## config.mk

```make
export PLATFORM = sky130hd
export DESIGN_NAME = stream_pack_buffer
export DESIGN_NICKNAME = d
export VERILOG_FILES = /design/src/rtl/stream_pack_buffer.sv
export SDC_FILE = /design/constraint.sdc
export NUM_CORES = 2
export LEC_CHECK = 0
export CAP_MARGIN = 20
export CORE_MARGIN = 4
export CORE_UTILIZATION = 40
export DETAILED_ROUTE_END_ITERATION = 10
export GPL_TIMING_DRIVEN = 0
export HOLD_SLACK_MARGIN = 0.02
export PLACE_DENSITY = 0.61
export RECOVER_POWER = 50
export SKIP_LAST_GASP = 1
export SLEW_MARGIN = 30
export SYNTH_ARGS = -nofsm -noshare
export SYNTH_HDL_FRONTEND = slang
export SYNTH_SLANG_ARGS = --single-unit
```

## constraint.sdc

```tcl
create_clock -name aclk -period 11.6 [get_ports aclk]
set_input_delay 2.32 -clock aclk [delete_from_list [all_inputs] [get_ports aclk]]
set_output_delay 2.32 -clock aclk [all_outputs]
set_load 0.02 [all_outputs]
```

## src/rtl/stream_pack_buffer.sv

```systemverilog
// Packs DSIZE-bit pixels into MSIZE-bit words (PSIZE-bit slots) with sof/eol/eof side-band flags,
// and buffers the words in a DEPTH-entry synchronous FIFO that the VDMA write master drains.
module stream_pack_buffer #(
    parameter int DSIZE    = 24,
    parameter int PSIZE    = 32,
    parameter int MSIZE    = 128,
    parameter int DEPTH    = 16,
    parameter int AF_LEVEL = 4
) (
    input  logic                     aclk,
    input  logic                     aresetn,
    input  logic                     falign,
    input  logic                     lalign,
    input  logic                     ealign,
    input  logic                     idata_vld,
    input  logic [DSIZE-1:0]         idata,
    output logic                     fifo_almost_full,
    input  logic                     rd_en,
    output logic [MSIZE-1:0]         rd_data,
    output logic                     rd_sof,
    output logic                     rd_eol,
    output logic                     rd_eof,
    output logic                     rd_empty,
    output logic [$clog2(DEPTH):0]   rd_count,
    output logic                     overflow,
    output logic                     frame_err,
    output logic                     frame_done
);
    localparam int N  = MSIZE / PSIZE;
    localparam int SW = (N > 1) ? $clog2(N) : 1;
    localparam int AW = $clog2(DEPTH);
    localparam int CW = AW + 1;
    localparam int EW = MSIZE + 3;
    localparam logic [SW-1:0] LAST_SLOT = SW'(N - 1);
    localparam logic [CW-1:0] FULL_CNT  = CW'(DEPTH);
    localparam logic [CW-1:0] AF_CNT    = CW'(DEPTH - AF_LEVEL);

    // packer state
    logic [MSIZE-1:0] r_asm;
    logic [SW-1:0]    r_slot;
    logic             r_sof;

    logic [MSIZE-1:0] w_asm;
    logic [SW-1:0]    w_slot;
    logic             w_sof;
    logic             w_has;
    logic             w_discard;
    logic             w_eol;
    logic             w_eof;
    logic             w_push;

    // fifo state
    logic [EW-1:0]    r_mem [DEPTH];
    logic [AW-1:0]    r_wptr;
    logic [AW-1:0]    r_rptr;
    logic [CW-1:0]    r_count;
    logic             r_rd_pend;
    logic [AW-1:0]    r_rd_addr;
    logic [EW-1:0]    r_rd_word;
    logic             r_af;
    logic             r_overflow;
    logic             r_frame_err;
    logic             r_frame_done;

    logic             w_wr_ok;
    logic             w_rd_ok;

    // A falign pixel always restarts the word at slot 0; any partial word is thrown away,
    // so the falign cycle can never also need a push of the old contents.
    always_comb begin
        w_discard = idata_vld && falign && (r_slot != '0);
        w_slot    = (idata_vld && falign) ? '0 : r_slot;
        w_asm     = w_discard ? '0 : r_asm;
        w_sof     = w_discard ? 1'b0 : r_sof;
        w_has     = idata_vld || ((r_slot != '0) && !w_discard);
        if (idata_vld) begin
            for (int i = 0; i < N; i++) begin
                if (w_slot == SW'(i)) begin
                    w_asm[i*PSIZE +: PSIZE] = PSIZE'(idata);
                end
            end
            if (w_slot == '0) begin
                w_sof = falign;
            end
        end
        w_eol  = idata_vld && lalign;
        w_eof  = ealign && w_has;
        w_push = (idata_vld && (w_slot == LAST_SLOT)) || w_eol || w_eof;
    end

    always_ff @(posedge aclk or negedge aresetn) begin
        if (!aresetn) begin
            r_asm        <= '0;
            r_slot       <= '0;
            r_sof        <= 1'b0;
            r_frame_err  <= 1'b0;
            r_frame_done <= 1'b0;
        end else begin
            if (w_push) begin
                r_asm  <= '0;
                r_slot <= '0;
                r_sof  <= 1'b0;
            end else if (idata_vld) begin
                r_asm  <= w_asm;
                r_slot <= w_slot + 1'b1;
                r_sof  <= w_sof;
            end
            if (w_discard) begin
                r_frame_err <= 1'b1;
            end
            r_frame_done <= ealign;
        end
    end

    // Fullness is judged on the stored count only; a same-cycle read does not make room.
    assign w_wr_ok = w_push && (r_count != FULL_CNT);
    assign w_rd_ok = rd_en && (r_count != '0);

    always_ff @(posedge aclk) begin
        if (w_wr_ok) begin
            r_mem[r_wptr] <= {w_sof, w_eol, w_eof, w_asm};
        end
    end

    always_ff @(posedge aclk or negedge aresetn) begin
        if (!aresetn) begin
            r_wptr     <= '0;
            r_rptr     <= '0;
            r_count    <= '0;
            r_rd_pend  <= 1'b0;
            r_rd_addr  <= '0;
            r_rd_word  <= '0;
            r_af       <= 1'b0;
            r_overflow <= 1'b0;
        end else begin
            if (w_wr_ok) begin
                r_wptr <= r_wptr + 1'b1;
            end
            if (w_rd_ok) begin
                r_rptr    <= r_rptr + 1'b1;
                r_rd_addr <= r_rptr;
            end
            case ({w_wr_ok, w_rd_ok})
                2'b10:   r_count <= r_count + 1'b1;
                2'b01:   r_count <= r_count - 1'b1;
                default: r_count <= r_count;
            endcase
            // The entry is copied out one edge after the read is accepted.
            r_rd_pend <= w_rd_ok;
            if (r_rd_pend) begin
                r_rd_word <= r_mem[r_rd_addr];
            end
            r_af <= (r_count >= AF_CNT);
            if (w_push && (r_count == FULL_CNT)) begin
                r_overflow <= 1'b1;
            end
        end
    end

    assign rd_data          = r_rd_word[MSIZE-1:0];
    assign rd_sof           = r_rd_word[MSIZE+2];
    assign rd_eol           = r_rd_word[MSIZE+1];
    assign rd_eof           = r_rd_word[MSIZE];
    assign rd_empty         = (r_count == '0);
    assign rd_count         = r_count;
    assign fifo_almost_full = r_af;
    assign overflow         = r_overflow;
    assign frame_err        = r_frame_err;
    assign frame_done       = r_frame_done;

endmodule

```

# After elaboration in Yosys (flattened, before gate mapping)
# Memories as Yosys holds them, arrays and structs flattened. A register that Yosys moved wholly into a read port is not among the register bits.
# Cells that the tools add are included.
dict set report op_classes {
  n_eq_ne 7
  bitwise 0
  n_reduce_logical 20
  n_lt_le_gt_ge 1
  div_mod_pow 0
  addsub 5
  muxes 19
  n_mul 0
  shifts 0
}
# cell count
set ops {}
lappend ops {{two-way mux 128 bit} 4}
lappend ops {{two-way mux 32 bit} 4}
lappend ops {{case mux 5 bit (2 select lines)} 1}
lappend ops {{logical AND 1 bit} 9}
lappend ops {{adder 4 x 1 -> 4 bit, second input constant} 2}
lappend ops {{two-way mux 1 bit} 7}
lappend ops {{equality test 2 bit, second input constant} 3}
lappend ops {{two-way mux 2 bit} 3}
lappend ops {{nonzero test 2 bit} 3}
lappend ops {{adder 5 x 1 -> 5 bit, second input constant} 1}
lappend ops {{equality test 5 bit, second input constant} 1}
lappend ops {{greater-or-equal comparator 5 x 4 -> 1 bit, second input constant} 1}
lappend ops {{zero test 5 bit} 1}
lappend ops {{!= test 5 bit, second input constant} 1}
lappend ops {{nonzero test 5 bit} 1}
lappend ops {{subtractor 5 x 1 -> 5 bit, second input constant} 1}
lappend ops {{equality test 2 x 1 -> 1 bit, second input constant} 2}
lappend ops {{logical OR 1 bit} 3}
lappend ops {{adder 2 x 1 -> 2 bit, second input constant} 1}
lappend ops {{zero test 1 bit} 2}
lappend ops {{zero test 2 bit} 1}
dict set report word_totals {
  word_cells 65
  latch_bits 0
  reg_bits 153
  inputBits 31
  out_inout_bits 141
  mem_count 1
  romBits 0
  ram_bits 2096
}
# memory depth word_bits read_ports rd_clocked_by_memory_dff write_ports line
set memory_table {}
lappend memory_table {r_mem 16 131 1 1 1 53} ;# logic [EW-1:0] r_mem [DEPTH];

# Depth between registers and ports, before layout
dict set report logic_depth {
  word_depth 10
  depth_mapped 15
  mapped_depth_nobuf 13
}

# Worst setup path before layout
# No wires, ideal clock.
dict set report synth_path {
  kind {input to register}
  from {input port idata_vld}
  to {memory r_mem[4][0] (netlist name), enable pin}
  setup_time_ps 623
  arrival_ps 9130
  slack_ps 1847
  required_time_ps 10977
  stages 9
  path_buffers 2
  path_cell_list {buf_2 > buf_2 > nand2_1 > and2_1 > ha_1 > o31ai_1 > a22oi_2 > nand3b_1 > nor2_1}
}
dict set report synth_between {
  elab_chain_len 10
  elab_cells_between_ends 15
  classes_between {eq/ne: 1; mux: 3; reduce/logical: 11}
}
# element line
set synth_rtl {}
lappend synth_rtl {{from (decl)} 15} ;# input logic idata_vld,
lappend synth_rtl {{branches (longest 6 deep; another with two-way mux 2 bit)} -}
lappend synth_rtl {{logical OR 1 bit *} 88} ;# w_push = (idata_vld && (w_slot == LAST_SLOT)) || w_eol || w_eof;
lappend synth_rtl {{logical AND 1 bit *} 116} ;# assign w_wr_ok = w_push && (r_count != FULL_CNT);
lappend synth_rtl {{two-way mux 1 bit *} 120} ;# if (w_wr_ok) begin
lappend synth_rtl {{two-way mux 1 bit (implied by the code) *} 121} ;# r_mem[r_wptr] <= {w_sof, w_eol, w_eof, w_asm};
lappend synth_rtl {{to (decl)} 53}
# Mark *: on every way between the ends.

==> results.md <==
* Status: finished, violations left
* Failing checks: max-capacitance violations, max-slew violations
* Largest family of logic cells by synthesized area: multiplexers
* Worst path buffer plus inverter count at 2
* Largest net degree at the start of global routing at 63
* Die Width at 484 um
* Syn. warnings at 0
* Final Setup Violations at 0
* Synthesized area at 0.0907 mm2
* Synth Area in XOR/XNOR at 0.000965
* Layout Skew at 0.0520 ns
* Top delay family on crit path: buffers and inverters
* Total track usage at 0.223
* Starting Density at 0.403
* Syn avg cell area at 19.7 um2
* Die Y at 484 um
* DRC errors left at 0
* Clk_lat worst skew at 0.88 ns
* Synth Area in Simple Gates at 0.0236
* Vias in the first global route at approximately 48,000
* Dpl ws at 5.06 ns
* Setup TNS at 0 ns
* Placer congestion estimate at 0.831
* Port-buffer cells at 170
* Final wirelength at around 270 mm
* Leakage at 0.0371 uW
* Area Overhead vs Synth at 18.1%
* Detailed Route Iter0 Violations at 6,134
* Min-delay worst type: flip-flop to flip-flop
* Grt ovf at 0
* Worst-path cell chain: clkbuf_1, clkbuf_1
* Final nets at 5,195
* # resized after CTS at 0
* DRT antenna net count at 0
* CTS Buf Count at 228
* Crit end category: asynchronous set/reset pin
* Standard-cell row count at 174
* Post-Synth Adder-Cell Area at 0.00201
* Critical path origin: aresetn
* Fmax at around 140 MHz
* Global-route wire length before repair at 372 mm
* Critical Path Slowest Stage Cell: clkbuf_1
* VDD IR max at approximately 160 uV
* Overall power at roughly 27,000 uW
* Register area share after synthesis at 0.772
* DR pass1 iterations at 5
* Vias per cell at 5.81
* Clock period minus worst slack at about 7.4 ns
* Detailed-route via count at 48,579
* WS Path Type: input pin to asynchronous set/reset pin
* Root Buffer: clkbuf_16
* Crit path largest cell delay at 3.03 ns
* Post-CTS setup buffer count at 0
* Hold WS at 0.477 ns
* I/O pin count at between 150 and 200
* Clock Tree Buf Depth at 3
* Worst Max-Slew Pin Slew at 4.17 ns
* Worst slew margin at -1.78
* Post-DP HPWL at around 170 mm
* Slew Viols, Final at 306
* Worst hold start: r_rptr[3]$_DFFE_PN0P_
* Post-synthesis compound-gate area fraction at 0.0425
* Util after Layout at 0.476
* Final Worst Setup Slack at between 4 and 5 ns
* Worst Setup Start Kind: input pin
* RR Startpoint: r_slot[0]$_DFFE_PN0P_
* Hold Fails Final Rpt at 0
* Initial antenna violation count at 29
* CTS H-tree lvls at 4
* Post-Syn Instances at 4,617
* CTS tree: built
* Core area at 0.225 mm2
* Die area at approximately 0.23 mm2
* Multiplexer share of the synthesized area at 0.139
* PwrDens at 248 mW/mm2
* Max cap viols at 8
* CP required at 11.59 ns
* Synth Register Bits at 2,380
* CTS Sinks at between 2,000 and 2,500
* Cell variety after synth at 49
* Share of post-route cells with drive strength above 1 at 0.189
* Crit path DAT at 7.34 ns
* CP dominant cell by count: clkbuf_1
* Syn Nets at 4,662
* Critical path fanouts, max at 62
* Routed len/inst at 31.8 um
* Clock-pin slew on the worst setup and hold paths at 0.06 ns
* Final worst path period share at 0.634
* RSZ-0062 raised after global routing: no
* CTS Hold Bufs at 0
## cells in the mapped netlist, drive strengths merged
| cell | instances | area, um2 |
|---|---|---|
| nand2 | 224 | 843 |
| nor2b | 2 | 12.5 |
| and3 | 40 | 250 |
| a22oi | 1 | 12.5 |
| or2 | 3 | 18.8 |
| ha | 13 | 163 |
| a21o | 3 | 22.5 |
| nand4 | 2 | 12.5 |
| dfrtp | 284 | 7110 |
| edfxtp | 2096 | 62900 |
| o31a | 1 | 8.76 |
| mux2 | 1 | 11.3 |
| o32ai | 104 | 911 |
| clkbuf | 89 | 342 |
| nand3b | 1 | 7.51 |
| o21bai | 1 | 7.51 |
| nor3b | 1 | 7.51 |
| fa | 1 | 20.0 |
| nor2 | 48 | 180 |
| or4 | 1 | 11.3 |
| a211oi | 2 | 15.0 |
| mux4 | 316 | 7120 |
| nand2b | 6 | 37.5 |
| inv | 10 | 37.5 |
| buf | 196 | 1430 |
| and2 | 41 | 257 |
| o211ai | 1 | 7.51 |
| xor2 | 1 | 8.76 |
| mux2i | 548 | 5490 |
| a221oi | 27 | 355 |
| xnor2 | 9 | 78.8 |
| a21oi | 203 | 1020 |
| o31ai | 1 | 7.51 |
| nor4 | 1 | 6.26 |
| o21ai | 14 | 81.3 |
| nand3 | 98 | 490 |
| and3b | 1 | 8.76 |
| o22ai | 226 | 1410 |
## power breakdown
group | internal [uW] | switching [uW]
clock network | 4360 | 3230
logic | 3160 | 4920
registers | 10400 | 497
## state kept, by name, summed over array words and instances (netlist names), 2 cells and up
register   flops
r_mem       2096
rd_count       5
r_slot         2
r_rd_word    131
r_wptr         4
r_rd_addr      4
r_asm        128
r_rptr         4
## per-layer routing
metal	global-route usage	share of wire	up-vias
li1	-	-	19898
met1	0.304	0.40	25727
met2	0.356	0.47	2454
met3	0.0403	0.086	498
met4	0.0931	0.044	2
met5	0	0.000026	-
## cells in the final DEF (no fill, tap or decap), types with 94 or more instances in the layout
cell | Yosys | final
a21oi_1 | 203 | 203
buf_16 | 0 | 94
clkbuf_1 | 87 | 156
clkbuf_16 | 0 | 229
dfrtp_1 | 284 | 284
dlygate4sd3_1 | 0 | 143
edfxtp_1 | 2096 | 2096
mux2i_1 | 548 | 548
mux4_2 | 316 | 316
nand2_1 | 223 | 223
nand3_1 | 98 | 98
o22ai_1 | 226 | 226
o32ai_1 | 104 | 104
## metrics by stage
stage	area, um2	cells
after floorplan	90700	4617
after global placement	96200	7779
after detailed placement	99700	7912
after CTS	107000	8348
after global routing	107000	8362
final	107000	8364
## logic make-up after synthesis
kind of cell / after synthesis
flip-flops: 2380
multiplexers: 865
AO/OA/AOI/OAI: 584
AND/OR/NAND/NOR: 469
buffers and inverters: 295
adder cells (fa/ha/maj): 14
XOR/XNOR: 10
## final timing paths
kind	to	slack, ns	cells past startpoint
worst max register to register	r_mem[10][63]$_DFFE_PP_	6.40	9
max in group aclk	r_mem[10][63]$_DFFE_PP_	4.70	11
worst min register to register	r_rptr[3]$_DFFE_PN0P_	0.48	1
worst max-delay path	r_rd_word[6]$_DFFE_PN0P_	4.25	2
worst min-delay path	r_rptr[3]$_DFFE_PN0P_	0.48	1
min in group asynchronous	r_rd_word[66]$_DFFE_PN0P_	2.27	1
## final cells by class
type	instances	area (um2)
Buffer	285	1740
Sequential cell	2380	70000
Multi-Input combinational cell	1942	18900
Antenna cell	16	40.0
Clock inverter	122	1330
Fill cell	18521	118000
Clock buffer	314	6380
Tap cell	2992	3740
Timing Repair Buffer	303	4960
Inverter	10	37.5
Note: power is estimated with default switching activity, not from simulation.
